--- config.mk ---
export PLATFORM = sky130hd
export DESIGN_NAME = multicycle_sequencer
export DESIGN_NICKNAME = d
export VERILOG_FILES = /design/src/rtl/multicycle_sequencer.sv
export SDC_FILE = /design/constraint.sdc
export NUM_CORES = 1
export LEC_CHECK = 0
export BUFFER_PORTS_ARGS = -buffer_cell sky130_fd_sc_hd__buf_2
export CORE_MARGIN = 3
export CORE_UTILIZATION = 38
export DETAILED_ROUTE_END_ITERATION = 16
export PLACE_DENSITY_LB_ADDON = 0.15
export REMOVE_ABC_BUFFERS = 1
export SLEW_MARGIN = 15
export SYNTH_ARGS = -nofsm -noshare
export SYNTH_HDL_FRONTEND = slang
export SYNTH_SLANG_ARGS = --single-unit
--- constraint.sdc ---
create_clock -name clk -period 4.4 [get_ports clk]
set_clock_uncertainty 0.15 [all_clocks]
set_input_delay 0.88 -clock clk [delete_from_list [all_inputs] [get_ports clk]]
set_output_delay 0.88 -clock clk [all_outputs]
set_load 0.01 [all_outputs]
--- src/rtl/multicycle_sequencer.sv ---
// Central control FSM for the multicycle MIPS core.
// Steps each instruction through FETCH, DECODE, EXEC, MEM, WB, JUMP and PCUPD.
// Each stage unit gets a level enable and is waited on through its done flag.
// Ports:
//   clk, rst                        clock, async active-high reset
//   start, stop                     leave IDLE / return to IDLE after retire
//   instr                           instruction word, valid with fetch_done
//   branch_taken                    ALU compare result, valid with alu_done
//   *_done                          unit completion flags (level)
//   *_en, jump                      unit enables (jump mirrors jump_en)
//   path_index                      decoded instruction class
//   pc_we, pc_src                   PC write strobe and source select
//   busy, error, err_code           status and sticky fault reporting
//   instr_count                     retired-instruction counter
module multicycle_sequencer #(
    parameter int unsigned TIMEOUT = 255,
    parameter int unsigned CNT_W   = 32
) (
    input  logic             clk,
    input  logic             rst,
    input  logic             start,
    input  logic             stop,
    input  logic [31:0]      instr,
    input  logic             branch_taken,
    input  logic             fetch_done,
    input  logic             alu_done,
    input  logic             mem_done,
    input  logic             wb_done,
    input  logic             jump_done,
    output logic             fetch_en,
    output logic             alu_en,
    output logic             mem_en,
    output logic             wb_en,
    output logic             jump_en,
    output logic             jump,
    output logic [3:0]       path_index,
    output logic             pc_we,
    output logic [1:0]       pc_src,
    output logic             busy,
    output logic             error,
    output logic [1:0]       err_code,
    output logic [CNT_W-1:0] instr_count
);

    localparam int unsigned TMO_W = 16;
    localparam logic [TMO_W-1:0] TMO_LAST = TMO_W'(TIMEOUT - 1);

    typedef enum logic [3:0] {
        S_IDLE, S_FETCH, S_DECODE, S_EXEC, S_MEM, S_WB, S_JUMP, S_PCUPD, S_HALT
    } state_t;

    state_t            state, next_state;
    logic [5:0]        op_q, fn_q;
    logic [TMO_W-1:0]  tmo_cnt;
    logic [3:0]        decode_c;
    logic              wait_c, unit_done_c, accept_c, expire_c;
    logic [1:0]        next_err_c, pc_src_c;
    logic              unused_c;

    // Only opcode and funct take part in sequencing.
    assign unused_c = ^instr[25:6];

    // Instruction class from opcode/funct.
    function automatic logic [3:0] decode(input logic [5:0] op, input logic [5:0] fn);
        logic [3:0] p;
        case (op)
            6'h00:                             p = (fn == 6'h08) ? 4'd8 : 4'd0;
            6'h08, 6'h0A, 6'h0C, 6'h0D, 6'h0F: p = 4'd1;
            6'h23:                             p = 4'd2;
            6'h2B:                             p = 4'd3;
            6'h04, 6'h05:                      p = 4'd4;
            6'h02:                             p = 4'd5;
            6'h03:                             p = 4'd6;
            default:                           p = 4'd15;
        endcase
        return p;
    endfunction

    assign decode_c = decode(op_q, fn_q);

    // Done of the unit owning the current wait state; done is ignored in
    // the entry cycle (tmo_cnt == 0), and done at the limit beats timeout.
    always_comb begin
        wait_c      = 1'b1;
        unit_done_c = 1'b0;
        case (state)
            S_FETCH: unit_done_c = fetch_done;
            S_EXEC:  unit_done_c = alu_done;
            S_MEM:   unit_done_c = mem_done;
            S_WB:    unit_done_c = wb_done;
            S_JUMP:  unit_done_c = jump_done;
            default: wait_c      = 1'b0;
        endcase
        accept_c = wait_c && unit_done_c && (tmo_cnt != '0);
        expire_c = wait_c && !accept_c && (tmo_cnt == TMO_LAST);
    end

    // Next-state logic.
    always_comb begin
        next_state = state;
        next_err_c = 2'd0;
        case (state)
            S_IDLE:   if (start) next_state = S_FETCH;
            S_FETCH:  if (accept_c) next_state = S_DECODE;
            S_DECODE: begin
                case (decode_c)
                    4'd15: begin
                        next_state = S_HALT;
                        next_err_c = 2'd1;
                    end
                    4'd5, 4'd6, 4'd8: next_state = S_JUMP;
                    default:          next_state = S_EXEC;
                endcase
            end
            S_EXEC: if (accept_c) begin
                case (path_index)
                    4'd2, 4'd3: next_state = S_MEM;
                    4'd4:       next_state = S_PCUPD;
                    default:    next_state = S_WB;
                endcase
            end
            S_MEM:   if (accept_c) next_state = (path_index == 4'd2) ? S_WB : S_PCUPD;
            S_WB:    if (accept_c) next_state = S_PCUPD;
            S_JUMP:  if (accept_c) next_state = (path_index == 4'd6) ? S_WB : S_PCUPD;
            S_PCUPD: next_state = stop ? S_IDLE : S_FETCH;
            S_HALT:  next_state = S_HALT;
            default: next_state = S_IDLE;
        endcase
        if (expire_c) begin
            next_state = S_HALT;
            next_err_c = 2'd2;
        end
    end

    // PC source chosen on entry to PCUPD; path 4 reaches PCUPD straight
    // from the alu_done cycle, so branch_taken is still valid here.
    always_comb begin
        pc_src_c = 2'd0;
        case (path_index)
            4'd5, 4'd6, 4'd8: pc_src_c = 2'd2;
            4'd4:             pc_src_c = branch_taken ? 2'd1 : 2'd0;
            default:          pc_src_c = 2'd0;
        endcase
    end

    // State register.
    always_ff @(posedge clk or posedge rst) begin
        if (rst) state <= S_IDLE;
        else     state <= next_state;
    end

    // Registered Moore outputs and datapath state.
    always_ff @(posedge clk or posedge rst) begin
        if (rst) begin
            fetch_en    <= 1'b0;
            alu_en      <= 1'b0;
            mem_en      <= 1'b0;
            wb_en       <= 1'b0;
            jump_en     <= 1'b0;
            jump        <= 1'b0;
            pc_we       <= 1'b0;
            busy        <= 1'b0;
            error       <= 1'b0;
            err_code    <= 2'd0;
            pc_src      <= 2'd0;
            path_index  <= 4'd0;
            instr_count <= '0;
            tmo_cnt     <= '0;
            op_q        <= 6'd0;
            fn_q        <= 6'd0;
        end else begin
            fetch_en <= (next_state == S_FETCH);
            alu_en   <= (next_state == S_EXEC);
            mem_en   <= (next_state == S_MEM);
            wb_en    <= (next_state == S_WB);
            jump_en  <= (next_state == S_JUMP);
            jump     <= (next_state == S_JUMP);
            pc_we    <= (next_state == S_PCUPD);
            busy     <= (next_state != S_IDLE) && (next_state != S_HALT);

            if (next_state != state) tmo_cnt <= '0;
            else if (wait_c)         tmo_cnt <= tmo_cnt + TMO_W'(1);

            if (state == S_FETCH && accept_c) begin
                op_q <= instr[31:26];
                fn_q <= instr[5:0];
            end

            if (state == S_DECODE) path_index <= decode_c;

            if (next_state == S_PCUPD) begin
                pc_src      <= pc_src_c;
                instr_count <= instr_count + CNT_W'(1);
            end

            if (next_state == S_HALT && state != S_HALT) begin
                error    <= 1'b1;
                err_code <= next_err_c;
            end
        end
    end

endmodule

# Word level (Yosys, flattened, before mapping)
# Index checks and enable logic that the tools add are counted.
word_totals:
  inputBits: 42
  rom_bits: 0
  latch_bits: 0
  mem_bits_rw: 0
  n_memories: 0
  reg_bits: 80
  output_inout_bits: 49
  word_cells: 102
op_classes:
  mux: 24
  eq_ne: 41
  order_cmp: 0
  div: 0
  n_reduce_logical: 19
  n_bitwise: 0
  shift: 0
  mul: 0
  addsub: 2
ops:
  columns: ["cell", "count"]
  rows:
  - ["== test 4 x 3 -> 1 bit, second input constant", 13]
  - ["== test 6 x 4 -> 1 bit, second input constant", 6]
  - ["one-hot mux 4 bit (9 select lines)", 1]
  - ["adder 32 x 1 -> 32 bit, second input constant", 1]
  - ["2-to-1 mux 16 bit", 2]
  - ["2-to-1 mux 4 bit", 8]
  - ["one-hot mux 4 bit (7 select lines)", 1]
  - ["== test 4 x 2 -> 1 bit, second input constant", 5]
  - ["== test 4 bit, second input constant", 5]
  - ["adder 16 x 1 -> 16 bit, second input constant", 1]
  - ["== test 16 x 8 -> 1 bit, second input constant", 1]
  - ["nonzero test 16 bit", 1]
  - ["== test 6 x 2 -> 1 bit, second input constant", 2]
  - ["== test 6 x 3 -> 1 bit, second input constant", 2]
  - ["== test 6 bit, second input constant", 2]
  - ["OR reduction 5 bit", 2]
  - ["== test 4 x 1 -> 1 bit, second input constant", 2]
  - ["!= test 4 bit, second input constant", 2]
  - ["one-hot mux 2 bit (2 select lines)", 2]
  - ["one-hot mux 4 bit (2 select lines)", 1]
  - ["logical AND 1 bit", 7]
  - ["zero test 6 bit", 1]
  - ["2-to-1 mux 2 bit", 3]
  - ["OR reduction 3 bit", 2]
  - ["8 further kinds", 13]

# Longest topological paths before layout
logic_depth:
  ltp_word: 11
  depth_mapped: 14
  depth_no_buf: 12

# Least setup slack after synthesis
# Ideal clock, no wire load.
synth_timing:
  path_kind: "register to register"
  start: "register tmo_cnt[8]"
  end: "register instr_count[1]"
  t_required_ns: 4.125
  path_slack_ns: 1.138
  arrival_time_ns: 2.987
  path_buffers: 2
  setup_ns: 0.125
  synth_period_minus_slack_ns: 3.262
  path_stages_with_launch: 12
  cell_sequence: "dfrtp_1 > or4_1 > or4_4 > o21a_1 > buf_2 > a21oi_1 > nand2_1 > o21ai_0 > inv_1 > nand4_4 > buf_2 > mux2_2"
synth_via:
  elab_chain_cells: 7
  word_cells_on_any_way: 14
  classes_between: "2 x eq/ne; 7 x mux; 5 x reduce/logical"
synth_lines:
  columns: ["element", "line_no", "source"]
  rows:
  - ["from (decl)", "54", "logic [TMO_W-1:0] tmo_cnt;"]
  - ["from (signal assigned)", "182", "else if (wait_c) tmo_cnt <= tmo_cnt + TMO_W'(1);"]
  - ["parallel branches: the longest is 5 deep, another holds nonzero test 16 bit", null, null]
  - ["2-to-1 mux 4 bit (*)", "129", "if (expire_c) begin"]
  - ["via next_state[2]", "52", "state_t state, next_state;"]
  - ["== test 4 x 3 -> 1 bit (*)", "191", "if (next_state == S_PCUPD) begin"]
  - ["to (signal assigned)", "193", "instr_count <= instr_count + CNT_W'(1);"]
  - ["to (decl)", "42", "output logic [CNT_W-1:0] instr_count"]
# Mark *: on every way through the listed nets, which the timed path passes.
# A chain may end at the register's enable or synchronous reset.

# Worst setup path after layout
layout_timing:
  start: "register tmo_cnt[8]"
  end: "register instr_count[30]"
layout_via:
  elab_chain_cells: 7
  word_cells_on_any_way: 14
  classes_between: "2 x eq/ne; 7 x mux; 5 x reduce/logical"
layout_lines:
  columns: ["element", "line_no"]
  rows:
  - ["parallel branches: the longest is 5 deep, another holds nonzero test 16 bit", null]
  - ["2-to-1 mux 4 bit (*)", "129"]
  - ["== test 4 x 3 -> 1 bit (*)", "191"]
# Every way passes the cells marked *.

==> impl_results.md <==
- Post-Syn Area: between 4000 and 5000 um2
- Largest net degree at the start of global routing: 54
- Primary FF master, synth: dfrtp_1
- H-Tree Level Count: 3
- Worst setup EP type: register
- Remaining Overflow, GRT: 0
- Xor/xnor share of the synthesized area: around 10%
- Pre-antenna DRT Iters: 4
- Max-cap violations: 0
- Tmin final: 4010 ps
- Number of enable flip-flop cells after synthesis: 0
- Post-DP HPWL: 6.32 mm
- Cells after Synth: around 420
- DIE AREA: roughly 12000 um2
- Post-synth cell types: 59
- Initial antenna violation count: 0
- Top cell type's share of synthesized area: 47.1%
- Post-synthesis simple-gate area fraction: 25.3%
- Worst-path fanout max: 31
- Status: finished clean
- TNS Setup: 0 ps
- # clock sinks: 80
- DRC: 0
- Rows: 37
- Synth Area per Inst: 10.1 um2
- Synthesis Warnings: 0
- Total number of vias: 3225
- Clock Path Buffers: 2
- Routed Antenna Nets: 0
- Die extent in y: between 100 and 150 um
- Utilization after layout: 46.9%
- Clk Latency, worst-skew pair: about 360 ps
- Setup Fix Bufs, Post-CTS: 0
- Root Buffer: clkbuf_8
- Hold-fix buffers, CTS: 0
- WL/cell: 14.0 um
- IO buf count: 70
- Slew @ Worst Pin: 985 ps
- Max-slew violation count: 0
- Top cells by count, synth: 80 x dfrtp_1, 45 x nor2_1, 36 x xor2_1
- Total Power: 1.38 mW
- Final count of negative-setup-slack endpoints: 0
- Critical Path RT: 4530 ps
- First-pass GRT wire length: 15.8 mm
- Synth Register Bits: 80
- RSZ-0062 raised after global routing: false
- DR iter-0 viols: 198
- Filler instances: 1024
- Final Hold Vio Count: 0
- Vias in the first global route: between 3000 and 4000
- GRT Total Usage: 15.1%
- Dpl ws: 382 ps
- Ratio of cells with drive above 1 in the final layout: 25.8%
- FFs w/ async S/R, synth: 100%
- Die Width: 112 um
- GP Congestion: about 0.76
- Complex-gate fraction of the synthesized area: 7.59%
- Total wire length: 8.88 mm
- Io pins: 91
- Maximum vdd drop: between 150 and 200 uV
- Register area share after synthesis: 47.1%
- Core ar.: 10600 um2
- WS Path Type: reg2reg
- Largest family of logic cells by synthesized area: simple AND/OR/NAND/NOR gates
- Max Clk Rate: 249 MHz
- Relative slew slack: 34.1%
- Final Cycle Share: 91.1%
- Adder-cell share of the synthesized area: between 1 and 1.5%
- CTS buffer count: 9
- Via-to-Cell Ratio: 5.10
- Top cells by area, synth: dfrtp_1 47%, xor2_1 7.4%, nor2_1 4.0%
- Yosys top cell by area: dfrtp_1
- Fin worst setup slack: 391 ps
- P_leak: 2.59 nW
- Startpoint types: register
- Post-synthesis mux area share: 4.38%
- Reg clk slew, reported paths: about 90 ps
- Initial Util: 40.1%
- CTS tree: built
- Arr. time, crit path: about 4100 ps
- Antenna cells: 0
- Top-count cell post-synth: dfrtp_1
- PwrDens: 277 nW/um2
- HP Class: reg2reg
- Area growth, synth to finish: 17.0%
- Post-cts resize count: 0
- # nets final: 537
## cells in the final DEF, fill, tap and decap left out, types with 3 or more instances in the layout
cell type,netlist,layout
and3_1,9,9
or4_1,4,4
dfrtp_1,80,80
nor3_1,18,18
inv_1,21,20
nand4_1,9,9
nor2_1,45,45
xnor2_1,13,13
and3b_1,3,3
clkbuf_8,0,9
ha_1,4,4
mux2_2,13,13
o21ai_0,11,11
nand2b_1,5,5
nor3b_1,4,4
nor2b_1,6,6
xor2_1,36,36
a21oi_1,11,11
mux2i_1,4,4
nor4_2,3,3
buf_2,4,70
nand3_1,13,13
nor4_1,8,8
nand2_1,32,32
buf_4,2,9
nor4_4,6,6
## report_power, final
group | switching, mW | total, mW | internal (mW)
Combinational | 0.0169 | 0.0248 | 0.00784
Clock | 0.293 | 0.619 | 0.326
Sequential | 0 | 0.735 | 0.735
## layer usage
layer  GRT usage [%]  wire length (um)  share of wire (%)
met5               0                 0                  0
met4            4.70               119                1.3
met3            2.66               252                2.8
met2            24.7              4260                 48
met1            20.6              4250                 48
## flip-flops by register name (all words and copies together) (netlist names)
signal	count
tmo_cnt	16
alu_en	1
mem_en	1
fn_q	6
path_index	4
jump	1
busy	1
pc_we	1
wb_en	1
pc_src	2
instr_count	32
fetch_en	1
err_code	2
op_q	6
state	4
error	1
## cell type report
type | count | area, um2 | area share, %
Multi-Input combinational cell | 300 | 2080 | 41.7
Sequential cell | 80 | 2000 | 40.3
Timing Repair Buffer | 79 | 418 | 8.40
Tap cell | 136 | 170 | 3.42
Clock buffer | 9 | 124 | 2.49
Clock inverter | 7 | 104 | 2.09
Inverter | 21 | 80.1 | 1.61
## cells by family (layout without fill, tap and decap cells)
logic type,Yosys count,after routing
adders and majority gates,5,5
AOI/OAI and AO/OA,47,47
xor gates and xnor gates,49,49
and+or+nand+nor,182,182
DFF,80,80
muxes,17,17
buffers and inverters,41,116
## final timing paths
| check | from | to | slack, ps | cells past startpoint |
|---|---|---|---|---|
| setup / recovery | tmo_cnt[8] | instr_count[30] | 390 | 8 |
| hold / removal | instr_count[31] | instr_count[31] | 310 | 1 |
| setup reg to reg | tmo_cnt[8] | instr_count[30] | 390 | 8 |
| hold reg to reg | instr_count[31] | instr_count[31] | 310 | 1 |
| max in group asynchronous | rst | fn_q[2] | 2700 | 3 |
| min in group asynchronous | rst | instr_count[6] | 520 | 2 |
## stage by stage
| stage | cell area [um2] | hold slack (ps) | cells |
|---|---|---|---|
| 2_1_floorplan | 4160 | 321 | 401 |
| 3_3_place_gp | 4750 | 300 | 616 |
| 3_5_place_dp | 4750 | 307 | 616 |
| 4_1_cts | 4970 | 320 | 632 |
| 5_1_grt | 4970 | 358 | 632 |
| 6_report | 4970 | 312 | 632 |
## worst max-delay path: stages, from the launching register on
cell       delay (ps)
dfrtp_1           430
or4_1             580
or4_4             580
o21a_1            250
a2111oi_0         400
or4_1             300
nand4_4           530
nor4_1            540
xor2_1            180
Note: power is estimated with default switching activity, not from simulation.
